**config.mk**
```make
export PLATFORM = sky130hd
export DESIGN_NAME = aes_round_ctrl_flat
export DESIGN_NICKNAME = d
export VERILOG_FILES = /design/src/rtl/aes_round_ctrl_if.sv /design/src/rtl/aes_round_ctrl.sv /design/src/flat_wrapper.sv
export SDC_FILE = /design/constraint.sdc
export NUM_CORES = 1
export LEC_CHECK = 0
export ABC_AREA = 1
export BUFFER_PORTS_ARGS = -buffer_cell sky130_fd_sc_hd__buf_2
export CORE_MARGIN = 2
export CORE_UTILIZATION = 25
export CTS_CLUSTER_DIAMETER = 200
export DETAILED_ROUTE_END_ITERATION = 10
export PLACE_DENSITY = 0.51
export SLEW_MARGIN = 20
export SYNTH_ARGS = -nofsm -noshare
export SYNTH_HDL_FRONTEND = slang
export SYNTH_SLANG_ARGS = --single-unit
```
**constraint.sdc**
```tcl
create_clock -name clk -period 1.3 [get_ports clk]
set_input_delay 0.065 -clock clk [delete_from_list [all_inputs] [get_ports clk]]
set_output_delay 0.065 -clock clk [all_outputs]
set_load 0.03 [all_outputs]
```
**src/rtl/aes_round_ctrl_if.sv**
```systemverilog
// Control/status bundle between the AES round sequencer, the host load path
// and the datapath/key-expansion blocks.
interface aes_round_ctrl_if;
  logic       load;
  logic [1:0] key_size;
  logic       decrypt;
  logic       key_ready;
  logic [3:0] round;
  logic       key_update;
  logic       inverse;
  logic       cipher_complete;
  logic [3:0] operation;

  modport master (
    output load, key_size, decrypt, key_ready,
    input  round, key_update, inverse, cipher_complete, operation
  );

  modport slave (
    input  load, key_size, decrypt, key_ready,
    output round, key_update, inverse, cipher_complete, operation
  );
endinterface

```
**src/rtl/aes_round_ctrl.sv**
```systemverilog
// AES round sequencer: walks ARK/SUB/SHIFT/MIX for AES-128/192/256 in either
// cipher order, owns the round counter and stalls on key expansion.
module aes_round_ctrl #(
  parameter int SBOX_LAT = 2,
  parameter int MIX_LAT  = 1
) (
  input  logic            clk,
  input  logic            reset,
  aes_round_ctrl_if.slave bus
);

  localparam int LAT_MAX = (SBOX_LAT > MIX_LAT) ? SBOX_LAT : MIX_LAT;
  localparam int CW      = $clog2(LAT_MAX + 1);
  localparam logic [CW-1:0] SUB_LAST = CW'(SBOX_LAT - 1);
  localparam logic [CW-1:0] MIX_LAST = CW'(MIX_LAT - 1);

  typedef enum logic [2:0] {
    S_IDLE, S_ARK, S_KEY, S_SUB, S_SHIFT, S_MIX, S_DONE
  } state_t;

  state_t        r_state;
  state_t        w_next;
  logic [3:0]    r_round;
  logic [3:0]    r_nr;
  logic          r_inverse;
  logic [CW-1:0] r_lat;
  logic [3:0]    w_nr;
  logic          w_last_round;

  assign w_last_round = (r_round == r_nr);

  always_comb begin
    case (bus.key_size)
      2'b01:   w_nr = 4'd12;
      2'b10:   w_nr = 4'd14;
      default: w_nr = 4'd10;
    endcase
  end

  always_comb begin
    w_next = r_state;
    case (r_state)
      S_IDLE:  if (!bus.load) w_next = S_ARK;
      S_ARK: begin
        if (w_last_round)                    w_next = S_DONE;
        else if (!r_inverse)                 w_next = S_KEY;
        else if (r_round == 4'd0)            w_next = S_KEY;
        else                                 w_next = S_MIX;
      end
      S_KEY:   if (bus.key_ready) w_next = r_inverse ? S_SHIFT : S_SUB;
      S_SUB:   if (r_lat == SUB_LAST) w_next = r_inverse ? S_ARK : S_SHIFT;
      S_SHIFT: begin
        if (r_inverse)         w_next = S_SUB;
        else if (w_last_round) w_next = S_ARK;
        else                   w_next = S_MIX;
      end
      S_MIX:   if (r_lat == MIX_LAST) w_next = r_inverse ? S_KEY : S_ARK;
      S_DONE:  if (bus.load) w_next = S_IDLE;
      default: w_next = S_IDLE;
    endcase
  end

  always_ff @(posedge clk) begin
    if (reset) begin
      r_state   <= S_IDLE;
      r_round   <= 4'd0;
      r_nr      <= 4'd10;
      r_inverse <= 1'b0;
      r_lat     <= '0;
    end else begin
      r_state <= w_next;
      // Latency counter restarts whenever SUB or MIX is (re)entered.
      if (w_next != r_state) r_lat <= '0;
      else if (r_state == S_SUB || r_state == S_MIX) r_lat <= r_lat + 1'b1;

      if (r_state == S_IDLE && !bus.load) begin
        r_nr      <= w_nr;
        r_inverse <= bus.decrypt;
        r_round   <= 4'd0;
      end else if (r_state == S_KEY && bus.key_ready && !w_last_round) begin
        r_round <= r_round + 4'd1;
      end else if (r_state == S_DONE && bus.load) begin
        r_round <= 4'd0;
      end
    end
  end

  assign bus.round           = r_round;
  assign bus.inverse         = r_inverse;
  assign bus.key_update      = (r_state == S_KEY);
  assign bus.cipher_complete = (r_state == S_DONE);

  always_comb begin
    bus.operation = 4'b0000;
    case (r_state)
      S_ARK:   bus.operation = 4'b0001;
      S_SUB:   bus.operation = 4'b0010;
      S_SHIFT: bus.operation = 4'b0100;
      S_MIX:   bus.operation = 4'b1000;
      default: bus.operation = 4'b0000;
    endcase
  end

endmodule

```
**src/flat_wrapper.sv**
```systemverilog
// flat-port wrapper written by rule: the top's interface ports become plain ports
module aes_round_ctrl_flat 
#(
  parameter int SBOX_LAT = 2,
  parameter int MIX_LAT  = 1
)
  (clk, reset, bus_load, bus_key_size, bus_decrypt, bus_key_ready, bus_round, bus_key_update, bus_inverse, bus_cipher_complete, bus_operation);
  aes_round_ctrl_if bus_i ();
  input  logic clk;
  input  logic reset;
  input wire logic [$bits(bus_i.load)-1:0] bus_load;
  input wire logic [$bits(bus_i.key_size)-1:0] bus_key_size;
  input wire logic [$bits(bus_i.decrypt)-1:0] bus_decrypt;
  input wire logic [$bits(bus_i.key_ready)-1:0] bus_key_ready;
  output wire logic [$bits(bus_i.round)-1:0] bus_round;
  output wire logic [$bits(bus_i.key_update)-1:0] bus_key_update;
  output wire logic [$bits(bus_i.inverse)-1:0] bus_inverse;
  output wire logic [$bits(bus_i.cipher_complete)-1:0] bus_cipher_complete;
  output wire logic [$bits(bus_i.operation)-1:0] bus_operation;
  assign bus_i.load = bus_load;
  assign bus_i.key_size = bus_key_size;
  assign bus_i.decrypt = bus_decrypt;
  assign bus_i.key_ready = bus_key_ready;
  assign bus_round = bus_i.round;
  assign bus_key_update = bus_i.key_update;
  assign bus_inverse = bus_i.inverse;
  assign bus_cipher_complete = bus_i.cipher_complete;
  assign bus_operation = bus_i.operation;
  aes_round_ctrl #(.SBOX_LAT(SBOX_LAT), .MIX_LAT(MIX_LAT)) u_core (.clk(clk), .reset(reset), .bus(bus_i));
endmodule
```
==> results of run 1 <==
==> cells in the final DEF, fill, tap and decap left out, drive strengths merged <==
cell     n
nand4    1
o21ai    8
nand3   15
nand2   40
nor3     3
a31oi    1
ha       5
inv     22
a211oi   1
xor2     1
nor2    19
o211ai   1
xnor2    1
buf     48
a21oi   10
dfxtp   12
clkbuf   4
==> sequential cells by signal, indices dropped and copies added (netlist names) <==
name,count
u_core.r_state,3
u_core.bus.round,4
u_core.r_lat,2
u_core.bus.inverse,1
u_core.r_nr,2
==> power groups by stage <==
stage	logic (uW)	registers [uW]	clock network, uW
2_1_floorplan	218	447	0
3_5_place_dp	334	447	0
4_1_cts	374	439	255
6_report	445	444	247
3_3_place_gp	331	447	0
5_1_grt	486	449	285
==> metal layers <==
layer / vias up / GRT usage [%]
met2: 17 / 24.2
met1: 485 / 17.4
li1: 556 / -
met4: 0 / 4.17
met3: 2 / 2.50
met5: - / 0
==> cells by family after synthesis <==
kind of cell	count (synthesis)	share of synthesized area (%)
xor gates and xnor gates	2	2.00
AOI/OAI and AO/OA	21	12.7
buffers and inverters	23	10.3
and+or+nand+nor	78	40.3
DFF	12	27.5
adders and majority gates	5	7.15
==> through the flow <==
step                hold slack (ns)  utilization [%]  setup TNS, ns
floorplan                     0.124                -        -0.0356
global placement              0.332             38.4          -1.07
detailed placement            0.333             38.4          -1.22
CTS                          0.0533             43.3         -0.214
global route                 0.0449             48.1         -0.980
finish                       0.0613             48.1         -0.364
==> area by class of cell <==
type / instances / area (sq um) / area share, %
repair buffers: 48 / 364 / 22.7
clock buffers: 4 / 26.3 / 1.64
well taps: 46 / 57.6 / 3.59
inverters: 22 / 92.6 / 5.77
multi-input cells: 106 / 796 / 49.6
flip-flops and latches: 12 / 268 / 16.7
==> path summary, 6_finish.rpt <==
| check | to | slack, ns | cells after the start |
|---|---|---|---|
| worst min-delay path | u_core.r_state[0] | 0.06 | 2 |
| worst max register to register | u_core.r_lat[0] | -0.12 | 9 |
| worst max-delay path | u_core.r_lat[0] | -0.12 | 9 |
| worst min register to register | u_core.r_nr[1] | 0.52 | 2 |
==> repair_timing <==
action,in CTS,in global routing
setup endpoints to repair,13,13
buffers inserted,5,4
pin swaps,13,18
resized for setup,34,35
==> metrics, run 1 <==
DRC errors left=0; fillcell total=347; switching share of power=38.3%; initial drt markers=32; Crit Path Max Fanout=7; Top Metal Used=met4; final slew viol count=0; clock power share=21.8%; Critical Path Sink Type=flip-flop; share of cells above drive strength 1=61.5%; ys async rst share=0%; max incr delay on CP=0.41 ns; clock skew=0.000625 ns; number of synthesized register bits=12; via-per-instance ratio=4.45; setup slack after layout=-0.117 ns; crit path max-delay cell type=dfxtp_4; synth unique cells=22; VDD IR-drop max=0.467 mV; crit path DAT=1.62 ns; Yosys top cell area share=27.5%; cell with the most instances after synthesis=nand2_1; WL met3=85 microns; Worst Setup Start Kind=flip-flop; post-DP HPWL=1.90 mm; All-Layer GR Usage=13.9%; Avg Inst Size Synth=6.20 sq um; full die area=3990 sq um; Starting Density=26.2%; fin nets=205; CTS sink cnt=12; family with the most delay on the worst path=simple AND/OR/NAND/NOR gates; Seq/Total Area, Yosys=27.5%; Area contributors post-synth=dfxtp_1 27%, nand2_1 16%, inv_1 9.0%; Slew @ Worst Pin=0.382 ns; largest net degree at the start of global routing=9; Setup CP Type=flip-flop to flip-flop; leakage=0.000713 uW; setup violators final=6; setup repair after global routing missed its margin=true; syn_nets=153; Slew HR=74.2%; # hold bufs at CTS=0; placed cells=226; H-Tree Level Count=1; drt wl/cell=11.2 microns; Mapped Cells=141; worst slack, placed=-0.221 ns; Final GP Congestion=0.822; post-route insts no fill=238; Hold Crit Class=primary input to flip-flop; Max Freq=0.706 GHz; RR Startpoint=u_core.r_state[0]; port buffer count=17; switching power=435 uW; min Tclk post-route=1.42 ns; initial antenna violation count=0; total CTS buffers=3; clk root buf=clkbuf_4; fin area=1600 sq um; Post-Syn Area=875 sq um; number of global-route vias before repair=999; IO Pins=18; status=finished, violations left; fin crit share=109%; cells along the critical path=inv_4, nand2_8, nor2_4, nand2_2, nand2_2, nor2_4, nand4_1, nand3_2, nor3_2; Antenna Violating Nets Remaining=0; failing checks=setup timing; row cnt=21; Design Power=1140 uW; metal2 WL=1.37 mm; Area growth syn-to-layout=83.4%; Fin. Hold Viols=0; diode count=0; routed via count=1060; Max-Cap Viols=0; Pint=701 uW; grt total ovfl=0; Detailed Route WL=2.67 mm; largest area contributor in the netlist=dfxtp_1; Sequential Power Share=39.0%; CTS tree=yes; core box area=3340 sq um; hold_sp=reset; global-route wire length before repair=4.48 mm; CTS Buffer Depth=2; WP buf/inv=1; combinational fraction of design power=39.2%; Die Wd=63.1 microns; clk slew on worst S/H paths=0.08 ns; prevailing post-synth register cell=dfxtp_1; crit path from=u_core.r_state[0]; WP data required=1.50 ns; DR pass1 iterations=4; Ys Warns=0; dpl cell area=1280 sq um; worst-skew pair later-pin latency=0.27 ns; most frequent cells after synthesis=37 x nand2_1, 21 x inv_1, 14 x nand3_1; pwr dens=708 nW/um^2; EDFF count, synth=0; DIE HEIGHT=63.1 microns; Metal-1 WL=1.20 mm
Power figures use the tool's default switching activity.
==> run 2: changes to the inputs <==
- CORE_MARGIN: 2 -> unset
- CTS_CLUSTER_DIAMETER: 200 -> 120
- CTS_CLUSTER_SIZE: unset -> 30
==> run 2 against run 1 <==
The flow still finishes with violations (setup timing). Register-to-register slack is essentially flat. Sequential share of layout area grew 0.99 points. Count of clock-buffer cells in the layout is the same. Utilization shrank 2.7 points. Non-clock buffer count grew 1. Global-route usage grew 0.71 points. Sequential power shrank 1%. Setup slack lost 0.013 ns. Cell count grew 0.42%. First-iteration DRC count grew 56%. Critical path type unchanged.
==> metrics, run 2 (synthesis results as in run 1) <==
RR Startpoint=u_core.r_state[0]; largest net degree at the start of global routing=10 (+1); Setup CP Type=flip-flop to flip-flop; IO Pins=18 (unchanged); Final GP Congestion=0.790 (-3.9%); met2 global-route usage=25.9% (+1.7 points); GRT busiest layer=met2; failing checks=setup timing; Detailed Route WL=2.50 mm (-6.5%); share of cells above drive strength 1=57.0% (-4.5 points); via-per-instance ratio=4.47 (+0.33%); setup violators final=7 (+1); Starting Density=26.2% (unchanged); routed via count=1068 (+0.75%); cells along the critical path=inv_4, nand2_4, nor2_4, nand2_2, nand2_1, nor2_2, buf_4, nand4_1, nand3_2, nor3_2; R2R setup slack=-0.13 ns (about the same); H-Tree Level Count=1 (unchanged); Antenna Violating Nets Remaining=0 (unchanged); Fin. Hold Viols=0 (unchanged); fin crit share=110% (+1.0 points); Crit Path Max Fanout=7 (unchanged); Max-Cap Viols=0 (unchanged); global-route wire length before repair=4.09 mm (-8.6%); grt total ovfl=0 (unchanged); clk root buf=clkbuf_4; Slew @ Worst Pin=0.385 ns (+0.00251 ns); CTS tree=yes; row cnt=21 (unchanged); WP data required=1.49 ns (about the same); VDD IR-drop max=0.315 mV (-33%); full die area=3740 sq um (-6.2%); number of global-route vias before repair=984 (-1.5%); GR Util met1=17.9% (+0.42 points); fin area=1510 sq um (-5.6%); Max Freq=0.699 GHz (-0.94%); WHS Path Cells=2 (unchanged); setup repair after global routing missed its margin=true; Die Wd=61.1 microns (-3.2%); core box area=3340 sq um (unchanged); initial drt markers=50 (+56%); diode count=0 (unchanged); final slew viol count=0 (unchanged); hold_sp=reset; max reg flops=4 (unchanged); leading cell type in the layout, fill and taps excluded=buf_4; DIE HEIGHT=61.1 microns (-3.2%); crit path DAT=1.62 ns (about the same); clk slew on worst S/H paths=0.07 ns (about the same); CTS Buffer Depth=2 (unchanged); total CTS buffers=3 (unchanged); DRC errors left=0 (unchanged); hold slack final=0.0531 ns (-0.00821 ns); port buffer count=17 (unchanged); leakage=0.000708 uW (-0.79%); status=finished, violations left; most frequent cells in the layout=32 x buf_4, 30 x nand2_1, 13 x buf_2; fin nets=206 (+0.49%); Worst Setup Start Kind=flip-flop; DR pass1 iterations=4 (unchanged); Final Core Density=45.4% (-2.7 points); length in cells of the worst reg-to-reg path=10 (+1); setup slack after layout=-0.130 ns (-0.0135 ns); worst-skew pair later-pin latency=0.26 ns (about the same); min Tclk post-route=1.43 ns (+0.0135 ns); Critical Path Sink Type=flip-flop; Slew HR=74.1% (-0.17 points); max incr delay on CP=0.40 ns (about the same); post-DP HPWL=1.95 mm (+2.3%); drt wl/cell=10.5 microns (-6.9%); reg2reg end=u_core.r_lat[0]; clock skew=0.00246 ns (+0.00183 ns); All-Layer GR Usage=14.6% (+0.71 points); crit path max-delay cell type=dfxtp_4; initial antenna violation count=0 (unchanged); met3 Usage GRT=1.89% (-0.61 points); CTS sink cnt=12 (unchanged); Hold Crit Class=primary input to flip-flop; Area growth syn-to-layout=73.1%; dpl cell area=1290 sq um (+0.59%); worst hold endpoint=u_core.r_state[0]; pwr dens=734 nW/um^2 (+3.6%)
[run 2: changes by cell type in the layout (fill, tap and decap cells not counted), sizes merged]
cell,change
buf,+1
[run 2: worst max path at each step]
stage	start	end	cells after the start
2_1_floorplan	u_core.r_state[0]	u_core.r_lat[0]	9
3_3_place_gp	u_core.r_state[2]	u_core.r_lat[1]	7
3_5_place_dp	u_core.r_state[2]	u_core.r_lat[0]	8
4_1_cts	u_core.r_lat[1]	u_core.r_lat[0]	10
5_1_grt	u_core.r_lat[1]	u_core.r_lat[0]	11
6_report	u_core.r_state[0]	u_core.r_lat[0]	10
[run 2: what timing repair did]
action | in CTS | in global routing
setup buffers | 5 | 4
endpoints found under the setup margin | 13 | 13
endpoints found under the hold margin | 0 | 0
gates cloned | 0 | 0
gates resized for setup | 32 | 14
hold buffers | 0 | 0
pin swaps | 10 | 10
[run 2: worst max-delay path: cells and delay by family, from the launching register on]
family                 cells  cell delay (ns)
DFF                        1             0.40
and+or+nand+nor            8             0.76
buffers and inverters      2             0.21
[run 2: layer usage]
layer | up-vias | part of all wire, %
li1 | 559 | -
met5 | - | 0
met1 | 490 | 48
met3 | 2 | 2.2
met4 | 0 | 1.0
met2 | 17 | 48
[run 2: area by class of cell]
cell class / instances / area, sq um
clock buffer: 4 / 26.3
fill: 352 / 1820
inverter: 22 / 95.1
multi-input combinational: 106 / 717
sequential: 12 / 268
tap: 46 / 57.6
timing repair buffer: 49 / 350
[run 2: stage by stage]
| step | TNS (ns) | setup slack (ns) | instances | power [uW] |
|---|---|---|---|---|
| 4_1_cts | -0.276 | -0.124 | 236 | 1100 |
| 3_3_place_gp | -0.903 | -0.204 | 227 | 786 |
| 3_5_place_dp | -1.17 | -0.225 | 227 | 790 |
| 6_report | -0.466 | -0.130 | 239 | 1110 |
| 2_1_floorplan | -0.0356 | -0.0247 | 141 | 665 |
| 5_1_grt | -1.22 | -0.237 | 239 | 1190 |
[run 2: where the power goes]
| part | internal (uW) | switching, uW |
|---|---|---|
| registers | 388 | 50.7 |
| clock network | 118 | 117 |
| logic | 200 | 236 |
